## config.mk

```make
export PLATFORM = sky130hd
export DESIGN_NAME = pkt_meta_sched
export DESIGN_NICKNAME = d
export VERILOG_FILES = /design/src/rtl/pkt_meta_sched_pkg.sv /design/src/rtl/pkt_out_reg.sv /design/src/rtl/pkt_meta_sched.sv
export SDC_FILE = /design/constraint.sdc
export NUM_CORES = 1
export LEC_CHECK = 0
export BUFFER_PORTS_ARGS = -buffer_cell sky130_fd_sc_hd__buf_2
export CORE_AREA = 2 2 246 248
export DETAILED_ROUTE_END_ITERATION = 10
export DIE_AREA = 0 0 248 250
export GPL_TIMING_DRIVEN = 1
export SLEW_MARGIN = 20
export SYNTH_ARGS = -nofsm -noshare
export SYNTH_HDL_FRONTEND = slang
export SYNTH_SLANG_ARGS = --single-unit
```

## constraint.sdc

```tcl
create_clock -name i_clk -period 3.5 [get_ports i_clk]
set_clock_uncertainty 0.1 [all_clocks]
set_input_delay 0 -clock i_clk [delete_from_list [all_inputs] [get_ports i_clk]]
set_output_delay 0 -clock i_clk [all_outputs]
set_load 0.02 [all_outputs]
```

## src/rtl/pkt_meta_sched_pkg.sv

```systemverilog
// Shared definitions for the packet/metadata output scheduler.
//   - PKT_WIDTH      : width of one buffered packet beat (tag + payload)
//   - META_WIDTH_DEF : metadata word width shared with the parser layer
//   - TAG_*          : beat framing tags carried in beat bits [133:132]
//   - sched_state_e  : scheduler FSM states
package pkt_meta_sched_pkg;

    localparam int unsigned PKT_WIDTH      = 134;
    localparam int unsigned META_WIDTH_DEF = 128;

    localparam logic [1:0] TAG_MID    = 2'b00;
    localparam logic [1:0] TAG_HEAD   = 2'b01;
    localparam logic [1:0] TAG_TAIL   = 2'b10;
    localparam logic [1:0] TAG_SINGLE = 2'b11;

    typedef enum logic [1:0] {
        StIdle,
        StFwd,
        StDrop,
        StResync
    } sched_state_e;

endpackage

```

## src/rtl/pkt_out_reg.sv

```systemverilog
// Valid/ready egress register for the scheduler.
//   i_clk, i_rst      : clock, synchronous active-high reset
//   i_load            : load a new beat (only honoured while o_adv = 1)
//   i_data            : beat to load
//   i_meta_load       : the loaded beat is a packet head; also load i_meta
//   i_meta            : metadata word for the head beat
//   i_out_ready       : downstream accepts the current beat
//   o_adv             : register may take a new beat this cycle
//   o_data_valid/o_data, o_meta_valid/o_meta : registered egress outputs
module pkt_out_reg #(
    parameter int unsigned DATA_WIDTH = 134,
    parameter int unsigned META_WIDTH = 128
) (
    input  logic                  i_clk,
    input  logic                  i_rst,
    input  logic                  i_load,
    input  logic [DATA_WIDTH-1:0] i_data,
    input  logic                  i_meta_load,
    input  logic [META_WIDTH-1:0] i_meta,
    input  logic                  i_out_ready,
    output logic                  o_adv,
    output logic                  o_data_valid,
    output logic [DATA_WIDTH-1:0] o_data,
    output logic                  o_meta_valid,
    output logic [META_WIDTH-1:0] o_meta
);

    logic                  valid_q, valid_d;
    logic                  meta_valid_q, meta_valid_d;
    logic [DATA_WIDTH-1:0] data_q, data_d;
    logic [META_WIDTH-1:0] meta_q, meta_d;

    // Register is free when empty or its current beat is being taken.
    assign o_adv = !valid_q || i_out_ready;

    always_comb begin
        valid_d      = valid_q;
        meta_valid_d = meta_valid_q;
        data_d       = data_q;
        meta_d       = meta_q;
        if (o_adv) begin
            valid_d      = i_load;
            meta_valid_d = i_load && i_meta_load;
            if (i_load) begin
                data_d = i_data;
            end
            // o_meta keeps the packet's metadata through its body beats.
            if (i_load && i_meta_load) begin
                meta_d = i_meta;
            end
        end
    end

    always_ff @(posedge i_clk) begin
        if (i_rst) begin
            valid_q      <= 1'b0;
            meta_valid_q <= 1'b0;
            data_q       <= '0;
            meta_q       <= '0;
        end else begin
            valid_q      <= valid_d;
            meta_valid_q <= meta_valid_d;
            data_q       <= data_d;
            meta_q       <= meta_d;
        end
    end

    assign o_data_valid = valid_q;
    assign o_data       = data_q;
    assign o_meta_valid = meta_valid_q;
    assign o_meta       = meta_q;

endmodule

```

## src/rtl/pkt_meta_sched.sv

```systemverilog
// Output scheduler: pairs each metadata word with its buffered packet and
// drains the packet to egress, dropping or resynchronising as needed.
//   i_clk, i_rst                 : clock, synchronous active-high reset
//   i_pkt_empty/i_pkt_dout       : show-ahead packet FIFO head; o_pkt_rden pops
//   i_meta_empty/i_meta_dout     : show-ahead metadata FIFO head; o_meta_rden pops
//   o_data_valid/o_data          : egress beat, accepted when i_out_ready
//   o_meta_valid/o_meta          : metadata, flagged on the head beat only
//   o_fwd_cnt/o_drop_cnt/o_err_cnt : wrapping event counters
module pkt_meta_sched
    import pkt_meta_sched_pkg::*;
#(
    parameter int unsigned META_WIDTH = META_WIDTH_DEF,
    parameter int unsigned DROP_BIT   = 127,
    parameter int unsigned CNT_WIDTH  = 32
) (
    input  logic                  i_clk,
    input  logic                  i_rst,
    input  logic                  i_pkt_empty,
    input  logic [PKT_WIDTH-1:0]  i_pkt_dout,
    output logic                  o_pkt_rden,
    input  logic                  i_meta_empty,
    input  logic [META_WIDTH-1:0] i_meta_dout,
    output logic                  o_meta_rden,
    output logic                  o_data_valid,
    output logic [PKT_WIDTH-1:0]  o_data,
    output logic                  o_meta_valid,
    output logic [META_WIDTH-1:0] o_meta,
    input  logic                  i_out_ready,
    output logic [CNT_WIDTH-1:0]  o_fwd_cnt,
    output logic [CNT_WIDTH-1:0]  o_drop_cnt,
    output logic [CNT_WIDTH-1:0]  o_err_cnt
);

    sched_state_e state_q, state_d;

    logic [CNT_WIDTH-1:0] fwd_cnt_q, fwd_cnt_d;
    logic [CNT_WIDTH-1:0] drop_cnt_q, drop_cnt_d;
    logic [CNT_WIDTH-1:0] err_cnt_q, err_cnt_d;

    logic       adv;
    logic       pkt_rden, meta_rden;
    logic       load, meta_load;
    logic       fwd_inc, drop_inc, err_inc;
    logic [1:0] tag;
    logic       pkt_avail;

    assign tag       = i_pkt_dout[PKT_WIDTH-1 -: 2];
    assign pkt_avail = !i_pkt_empty;

    always_comb begin
        state_d   = state_q;
        pkt_rden  = 1'b0;
        meta_rden = 1'b0;
        load      = 1'b0;
        meta_load = 1'b0;
        fwd_inc   = 1'b0;
        drop_inc  = 1'b0;
        err_inc   = 1'b0;
        unique case (state_q)
            StIdle: begin
                // Meta is only consumed together with a head beat.
                if (!i_meta_empty && pkt_avail && adv) begin
                    unique case (tag)
                        TAG_HEAD, TAG_SINGLE: begin
                            meta_rden = 1'b1;
                            pkt_rden  = 1'b1;
                            if (i_meta_dout[DROP_BIT]) begin
                                drop_inc = 1'b1;
                                if (tag == TAG_HEAD) state_d = StDrop;
                            end else begin
                                load      = 1'b1;
                                meta_load = 1'b1;
                                fwd_inc   = 1'b1;
                                if (tag == TAG_HEAD) state_d = StFwd;
                            end
                        end
                        TAG_MID, TAG_TAIL: begin
                            pkt_rden = 1'b1;
                            err_inc  = 1'b1;
                            state_d  = StResync;
                        end
                        default: ;
                    endcase
                end
            end
            StFwd: begin
                if (pkt_avail && adv) begin
                    unique case (tag)
                        // Missing tail: leave the head for the next packet.
                        TAG_HEAD, TAG_SINGLE: begin
                            err_inc = 1'b1;
                            state_d = StIdle;
                        end
                        TAG_MID: begin
                            pkt_rden = 1'b1;
                            load     = 1'b1;
                        end
                        TAG_TAIL: begin
                            pkt_rden = 1'b1;
                            load     = 1'b1;
                            state_d  = StIdle;
                        end
                        default: ;
                    endcase
                end
            end
            StDrop: begin
                // Dropped beats never reach egress, so backpressure is ignored.
                if (pkt_avail) begin
                    unique case (tag)
                        TAG_HEAD, TAG_SINGLE: begin
                            err_inc = 1'b1;
                            state_d = StIdle;
                        end
                        TAG_MID: pkt_rden = 1'b1;
                        TAG_TAIL: begin
                            pkt_rden = 1'b1;
                            state_d  = StIdle;
                        end
                        default: ;
                    endcase
                end
            end
            StResync: begin
                if (pkt_avail) begin
                    if (tag == TAG_HEAD || tag == TAG_SINGLE) begin
                        state_d = StIdle;
                    end else begin
                        pkt_rden = 1'b1;
                    end
                end
            end
            default: state_d = StIdle;
        endcase
    end

    always_comb begin
        fwd_cnt_d  = fwd_cnt_q  + (fwd_inc  ? CNT_WIDTH'(1) : CNT_WIDTH'(0));
        drop_cnt_d = drop_cnt_q + (drop_inc ? CNT_WIDTH'(1) : CNT_WIDTH'(0));
        err_cnt_d  = err_cnt_q  + (err_inc  ? CNT_WIDTH'(1) : CNT_WIDTH'(0));
    end

    always_ff @(posedge i_clk) begin
        if (i_rst) begin
            state_q    <= StIdle;
            fwd_cnt_q  <= '0;
            drop_cnt_q <= '0;
            err_cnt_q  <= '0;
        end else begin
            state_q    <= state_d;
            fwd_cnt_q  <= fwd_cnt_d;
            drop_cnt_q <= drop_cnt_d;
            err_cnt_q  <= err_cnt_d;
        end
    end

    // Pops are suppressed while reset is held so the FIFOs reset cleanly.
    assign o_pkt_rden  = pkt_rden && !i_rst;
    assign o_meta_rden = meta_rden && !i_rst;

    assign o_fwd_cnt  = fwd_cnt_q;
    assign o_drop_cnt = drop_cnt_q;
    assign o_err_cnt  = err_cnt_q;

    pkt_out_reg #(
        .DATA_WIDTH(PKT_WIDTH),
        .META_WIDTH(META_WIDTH)
    ) u_out_reg (
        .i_clk       (i_clk),
        .i_rst       (i_rst),
        .i_load      (load),
        .i_data      (i_pkt_dout),
        .i_meta_load (meta_load),
        .i_meta      (i_meta_dout),
        .i_out_ready (i_out_ready),
        .o_adv       (adv),
        .o_data_valid(o_data_valid),
        .o_data      (o_data),
        .o_meta_valid(o_meta_valid),
        .o_meta      (o_meta)
    );

endmodule

```

==> results of run 1 <==
-- registers in the layout, indices dropped and copies added (netlist names) --
| signal | flops |
|---|---|
| state_q | 2 |
| o_drop_cnt | 32 |
| o_err_cnt | 32 |
| o_fwd_cnt | 32 |
| u_out_reg.o_data | 134 |
| u_out_reg.o_meta | 128 |
| u_out_reg.o_meta_valid | 1 |
| u_out_reg.o_data_valid | 1 |
-- synthesized netlist by cell type, drive strengths merged (2+ instances only) --
cell type	count	area share, %
dfxtp	362	49
nand2	306	7.7
a21oi	170	5.7
nand3	158	5.4
o21ai	135	4.5
mux2i	133	9.0
clkbuf	112	2.8
nor2	55	1.4
or4	30	1.6
o31ai	29	1.5
buf	27	0.95
nand4	27	1.2
xnor2	22	1.3
nor4	20	0.84
inv	19	0.48
nor2b	18	0.76
xor2	16	0.94
ha	10	0.84
mux2	10	0.76
or3	10	0.42
and3	9	0.38
and4	9	0.54
nor3	8	0.27
or2	8	0.34
and2	4	0.17
o311ai	4	0.24
o41ai	3	0.18
a211o	2	0.12
a31o	2	0.12
nand2b	2	0.084
o211ai	2	0.10
-- power groups by stage --
stage               Combinational [uW]  Sequential [uW]  Clock (uW)
detailed placement                1680             4540           0
global route                      2110             4480        4570
CTS                               1940             4450        4420
finish                            1950             4450        4300
global placement                  1680             4530           0
floorplan                          809             4790           0
-- worst max-delay path, delay by kind of cell, from the launching register on --
family | cells | cell delay [ns]
fa+ha+maj | 3 | 0.72
buf+inv | 1 | 0.09
flops | 1 | 0.34
mux | 1 | 0.37
simple gates | 5 | 1.48
-- worst max-delay path by stage --
stage	end	depth (start not counted)	start	slack [ns]
after floorplan	o_fwd_cnt[28]	13	state_q[0]	0.18
after global placement	o_fwd_cnt[22]	11	state_q[0]	0.37
after detailed placement	o_fwd_cnt[28]	11	state_q[0]	0.31
after CTS	o_drop_cnt[28]	10	state_q[0]	0.33
after global routing	o_drop_cnt[28]	10	state_q[1]	0.007
final	o_drop_cnt[28]	10	state_q[0]	0.30
-- kinds of logic (layout without fill, tap and decap cells) --
logic type | after synthesis | count (layout)
fa+ha+maj | 10 | 10
compound gates | 355 | 355
xor+xnor | 38 | 38
simple gates | 666 | 666
buf+inv | 159 | 1038
other cells | 0 | 3
flops | 362 | 362
mux | 143 | 143
-- timing repair --
action / 4_1_cts / 5_1_grt
hold buffers: 297 / 0
setup buffers: 0 / 0
hold endpoints to repair: 299 / 0
-- cell usage in the layout (no fill, tap or decap), types with 9 or more instances in the layout --
cell,netlist,layout
o21ai_0,135,135
and3_1,9,9
ha_1,10,10
nor2b_1,18,18
dlygate4sd3_1,0,297
clkbuf_1,112,10
inv_1,19,18
a21oi_1,170,170
mux2i_1,133,133
nor2_1,55,55
xor2_1,16,16
nand3_1,157,157
buf_4,0,19
o31ai_1,29,29
nand2_1,306,306
buf_2,14,626
dfxtp_1,362,362
clkbuf_16,0,43
xnor2_1,22,22
nand4_1,25,25
or3_1,10,10
or4_1,28,28
nor4_1,20,20
mux2_2,10,10
-- metrics by stage --
step,utilization (%),setup WS (ns),area (um2)
floorplan,-,0.177,14900
global placement,31.3,0.373,18700
detailed placement,31.3,0.313,18700
CTS,38.5,0.326,23000
global route,38.6,0.00692,23000
finish,38.6,0.297,23000
-- routing by layer --
layer / part of all wire, % / wire length (um) / track usage [%] / vias to the layer above
met2: 47 / 25200 / 26.9 / 606
met5: 0.024 / 13 / 0 / -
met4: 4.2 / 2250 / 7.46 / 2
met1: 41 / 21800 / 19.1 / 7425
met3: 8.4 / 4520 / 4.12 / 131
li1: - / - / - / 7764
-- cell type report --
cell class	instances	area, um2	share of cell area (%)
sequential	362	7250	31.5
multi-input combinational	1212	7000	30.5
timing repair buffer	946	6320	27.5
clock buffer	61	1220	5.33
tap	782	978	4.26
clock inverter	11	114	0.496
inverter	20	85.1	0.370
antenna	3	7.51	0.0327
==> flow_summary.ini, run 1 <==
[power]
p_int_uw = 7730
power_frac_seq_pct = 41.6
combPwrFrac_pct = 18.2
p_clk_share_pct = 40.1
ir_drop_uv = 373
power_switching_uw = 2980
powerDensity_nw_per_um2 = 466
power_uw = 10700
cellLeakagePower_uw = 0.0107
p_sw_share_pct = 27.8

[sta]
max_slew.worst_pin.slew_ns = 1.21
post-route-period-util_pct = 91.5
report.final.hold_viol_count = 0
holdWs_ns = 0.150
fin_tns_setup_ns = 0
setup_viol = 0
max_slew_margin_pct = 19.5
fmax_mhz = 312
rsz0062_at_grt = no
finalCriticalPeriod_ns = 3.20
drv_slew = 0

[global_routing]
grt_overflow = 0
grt_pass1_wl_mm = 81.6
globalRouteTotalUtil_pct = 16.1
grt_max_degree = 202
antenna_found_initial = 4
grt_pass1_vias = 15480

[worst_setup_path]
cpPeakStageDelay_ns = 0.46
critical_path.most_common_cell = ha_1
worstPathCellList = inv_1, ha_1, nand4_1, nor2_1, ha_1, ha_1, nand4_1, or2_2, nor4_1, mux2_2
r2r_slack_ns = 0.30
endpoint_kind = flip-flop
cp.arrival_ns = 3.53
crit_fanout = 10
start_kind = flip-flop
rr_worst_depth = 10
critical_path_class = reg -> reg
cpMaxStageDelayCell = or2_2
reg2reg_to = o_drop_cnt[28]
cp.required_ns = 3.83
reg2reg_from = state_q[0]

[drt]
drc = 0
num_vias = 15928
drt_wl_total_mm = 53.7
wl_per_cell_um = 15.8
ant_nets = 0
first_pass_iters = 5
initialDrtViolationCount = 920
vias_per_cell = 4.69

[synth]
synth_ff_type = dfxtp_1
synth.yosys.seq_area_share_pct = 48.8
synth-compound-area-share_pct = 12.9
ys_warn_count = 0
synth_adder_area_share_pct = 0.842
synthMuxAreaShare_pct = 9.71
synth_nets = 2010
yosys.area_share.simple_pct = 21.2
synthCells = 1733
synth_seq_cells = 362
async_flop_share_pct = 0
synth.avg_cell_area_um2 = 8.58
synth_top_family_by_area = simple AND/OR/NAND/NOR gates
ys_types = 48
syn_area_um2 = 14900
synth_edf_count = 0
synth_xor_area_share_pct = 2.24

[cts]
htree_num_levels = 2
numCtsBuffers = 41
root_buffer = clkbuf_16
path_clk_slew_ns = 0.06
cts.path.max_buffers = 3
clock-sinks = 362
clkLatencyLatePin_ns = 0.54
post_cts_resized = 0
cts_tree = built

[floorplanning]
die_w_um = 248
rows = 90
core_um2 = 59600
dieArea_um2 = 62000
io_pins = 629
start_util_pct = 25.0
die-height_um = 250

[cells_and_area]
layout.nets = 2860
syn2layout_area_growth_pct = 54.5
nFillCells = 5875
drive_gt1_share_pct = 28.4
instances_no_fill = 3397

[worst_hold_path]
hp-class = in -> reg
min-delay-start = i_pkt_dout[122]
whs_path_depth = 4
holdPathEnd = u_out_reg.o_data[122]

[placement]
dp_cells = 3025
dpl.hpwl_mm = 35.0
place_congestion = 0.791
port_buffers = 628

[job]
cap_violations = 0

[run_status]
status = completed
No activity file was read; power rests on OpenSTA's default activity.
==> run 2: changes to the inputs <==
- ABC_AREA: default -> 1
- CORE_AREA: 2 2 246 248 -> 5 5 238 240
- DIE_AREA: 0 0 248 250 -> 0 0 243 245
==> run 2 against run 1 <==
  * Combinational power rose by 31%
  * Count of clock-buffer cells in the layout did not move
  * First-iteration DRC count rose by 14%
  * Non-clock buffer count increased by 27
  * Cell count increased by 16%
  * Register-to-register slack got worse by 0.03 ns
  * Synthesized cell count rose by 34%
  * Flip-flop and latch count unchanged
  * Sequential power is 4% higher
  * Setup slack got worse by 0.026 ns
==> flow_summary.ini, run 2 <==
[run_status]
status = completed

[sta]
max_slew_margin_pct = 42.4
setup_viol = 0
fin_tns_setup_ns = 0
report.final.hold_viol_count = 0
fmax_mhz = 310
max_slew.worst_pin.slew_ns = 0.863
finalCriticalPeriod_ns = 3.23
post-route-period-util_pct = 92.3
drv_slew = 0
rsz0062_at_grt = no

[cells_and_area]
final_common_cell = buf_2
layout_common_cells = buf_2, nor2_1, nand2_1
drive_gt1_share_pct = 22.4
instances_no_fill = 3942
fin_util_pct = 44.1
final_area_um2 = 24000
layout.nets = 3482
syn2layout_area_growth_pct = 53.9
largest_reg_flops = 134

[drt]
vias_per_cell = 4.58
drc = 0
ant_nets = 0
initialDrtViolationCount = 1047
drt_wl_total_mm = 62.4
num_vias = 18059
wl_per_cell_um = 15.8
first_pass_iters = 5

[synth]
async_flop_share_pct = 0
synth_nets = 2592
synth_top_area_share_pct = 46.4
synth_seq_cells = 362
synthCells = 2315
synth.avg_cell_area_um2 = 6.74
synth_ff_type = dfxtp_1
synth.yosys.seq_area_share_pct = 46.4
yosys.area.top_type = dfxtp_1
synth_common_cells = nor2_1, nand2_1, dfxtp_1
synth_area_leaders = dfxtp_1, nor2_1, nand2_1
synth_edf_count = 0
syn_area_um2 = 15600
ys_types = 27
synth.most_common_cell = nor2_1
ys_warn_count = 0

[placement]
port_buffers = 628
dpl-instance-area_um2 = 19200
dp_cells = 3531
place_congestion = 0.883
dpl.hpwl_mm = 41.0

[cts]
root_buffer = clkbuf_16
cts_tree = built
clkLatencyLatePin_ns = 0.54
htree_num_levels = 2
numCtsBuffers = 42
clock-sinks = 362
path_clk_slew_ns = 0.06
cts.path.max_buffers = 3

[worst_setup_path]
cpPeakStageDelay_ns = 0.59
endpoint_kind = flip-flop
r2r_slack_ns = 0.27
cp.arrival_ns = 3.62
start_kind = flip-flop
critical_path.most_common_cell = dlygate4sd3_1
critical_path_class = reg -> reg
cpMaxStageDelayCell = dlygate4sd3_1
cp.required_ns = 3.89
crit_fanout = 9
worstPathCellList = inv_1, ha_2, a21boi_0, nor2_1, nand3_1, dlygate4sd3_1, nand2_1, dlygate4sd3_1, nor2_1, dlygate4sd3_1

[floorplanning]
rows = 86
core_um2 = 54400
die_w_um = 243
dieArea_um2 = 59500
start_util_pct = 28.7
io_pins = 629
die-height_um = 245

[power]
ir_drop_uv = 432
cellLeakagePower_uw = 0.0112
powerDensity_nw_per_um2 = 491
power_uw = 11800

[global_routing]
grt_use_met2_pct = 32.9
antenna_found_initial = 5
grt_max_degree = 161
globalRouteTotalUtil_pct = 19.6
grt_busiest_layer = met2
grt_pass1_vias = 17094
grt_util_met1_pct = 23.3
grt_util_met3_pct = 5.79
grt_overflow = 0
grt_pass1_wl_mm = 95.6

[worst_hold_path]
hp-class = in -> reg

[job]
cap_violations = 0
## run 2: changes by cell type after synthesis, moves of 31 or more
cell / delta
nor2_1: +529
buf_2: +39
a21oi_1: +38
nand3_1: +31
inv_1: +205
clkbuf_1: -54
nand2_1: +108
mux2i_1: -133
## run 2: cells by family (layout without fill, tap and decap cells)
family | count (synthesis) | count (layout) | synth area share [%]
simple gates | 1210 | 1210 | 31.1
compound gates | 370 | 370 | 12.0
flops | 362 | 362 | 46.4
buf+inv | 354 | 1274 | 9.18
fa+ha+maj | 10 | 10 | 0.801
xor+xnor | 9 | 9 | 0.505
other cells | 0 | 3 | 0
## run 2: repair_timing
action | CTS | global route
buffers inserted | 0 | 0
endpoints found under the setup margin | 0 | 1
resized for setup | 0 | 1
hold buffers | 334 | 0
hold endpoints to repair | 297 | 0
## run 2: where the power goes
| group | switching (uW) | total, uW | internal [uW] |
|---|---|---|---|
| logic | 1510 | 2560 | 1050 |
| clock network | 1800 | 4600 | 2800 |
| registers | 164 | 4620 | 4460 |
## run 2: per-layer routing
metal  vias up  share of wire (%)
li1       9072                  -
met1      8142                 40
met2       678                 48
met3       165                8.1
met4         2                4.3
met5         -              0.021
## run 2: metrics by stage
| step | setup WS [ns] | hold slack [ns] |
|---|---|---|
| CTS | 0.214 | 0.0316 |
| global route | 0.0642 | 0.0817 |
| finish | 0.271 | 0.0824 |
| floorplan | 0.852 | 0.0317 |
| global placement | 0.615 | 0.118 |
| detailed placement | 0.589 | 0.125 |
## run 2: cell type report
type | count | area, um2
tap | 704 | 881
antenna | 3 | 7.51
clock buffer | 61 | 1270
clock inverter | 13 | 173
multi-input combinational | 1599 | 6950
inverter | 227 | 862
fill | 5347 | 30400
sequential | 362 | 7250
timing repair buffer | 973 | 6640
## run 2: path summary, 6_finish.rpt
check	startpoint	to	cells past startpoint
hold reg to reg	u_out_reg.o_meta[127]	u_out_reg.o_meta[127]	2
setup / recovery	state_q[1]	state_q[0]	10
hold / removal	i_pkt_empty	o_err_cnt[0]	7
setup reg to reg	state_q[1]	state_q[0]	10
## run 2: worst max-delay path, delay by kind of cell (launching register included)
family | cells | cell delay (ns)
AOI/OAI and AO/OA | 1 | 0.32
adders and majority gates | 1 | 0.29
buffers and inverters | 4 | 1.76
DFF | 1 | 0.34
and+or+nand+nor | 4 | 0.34
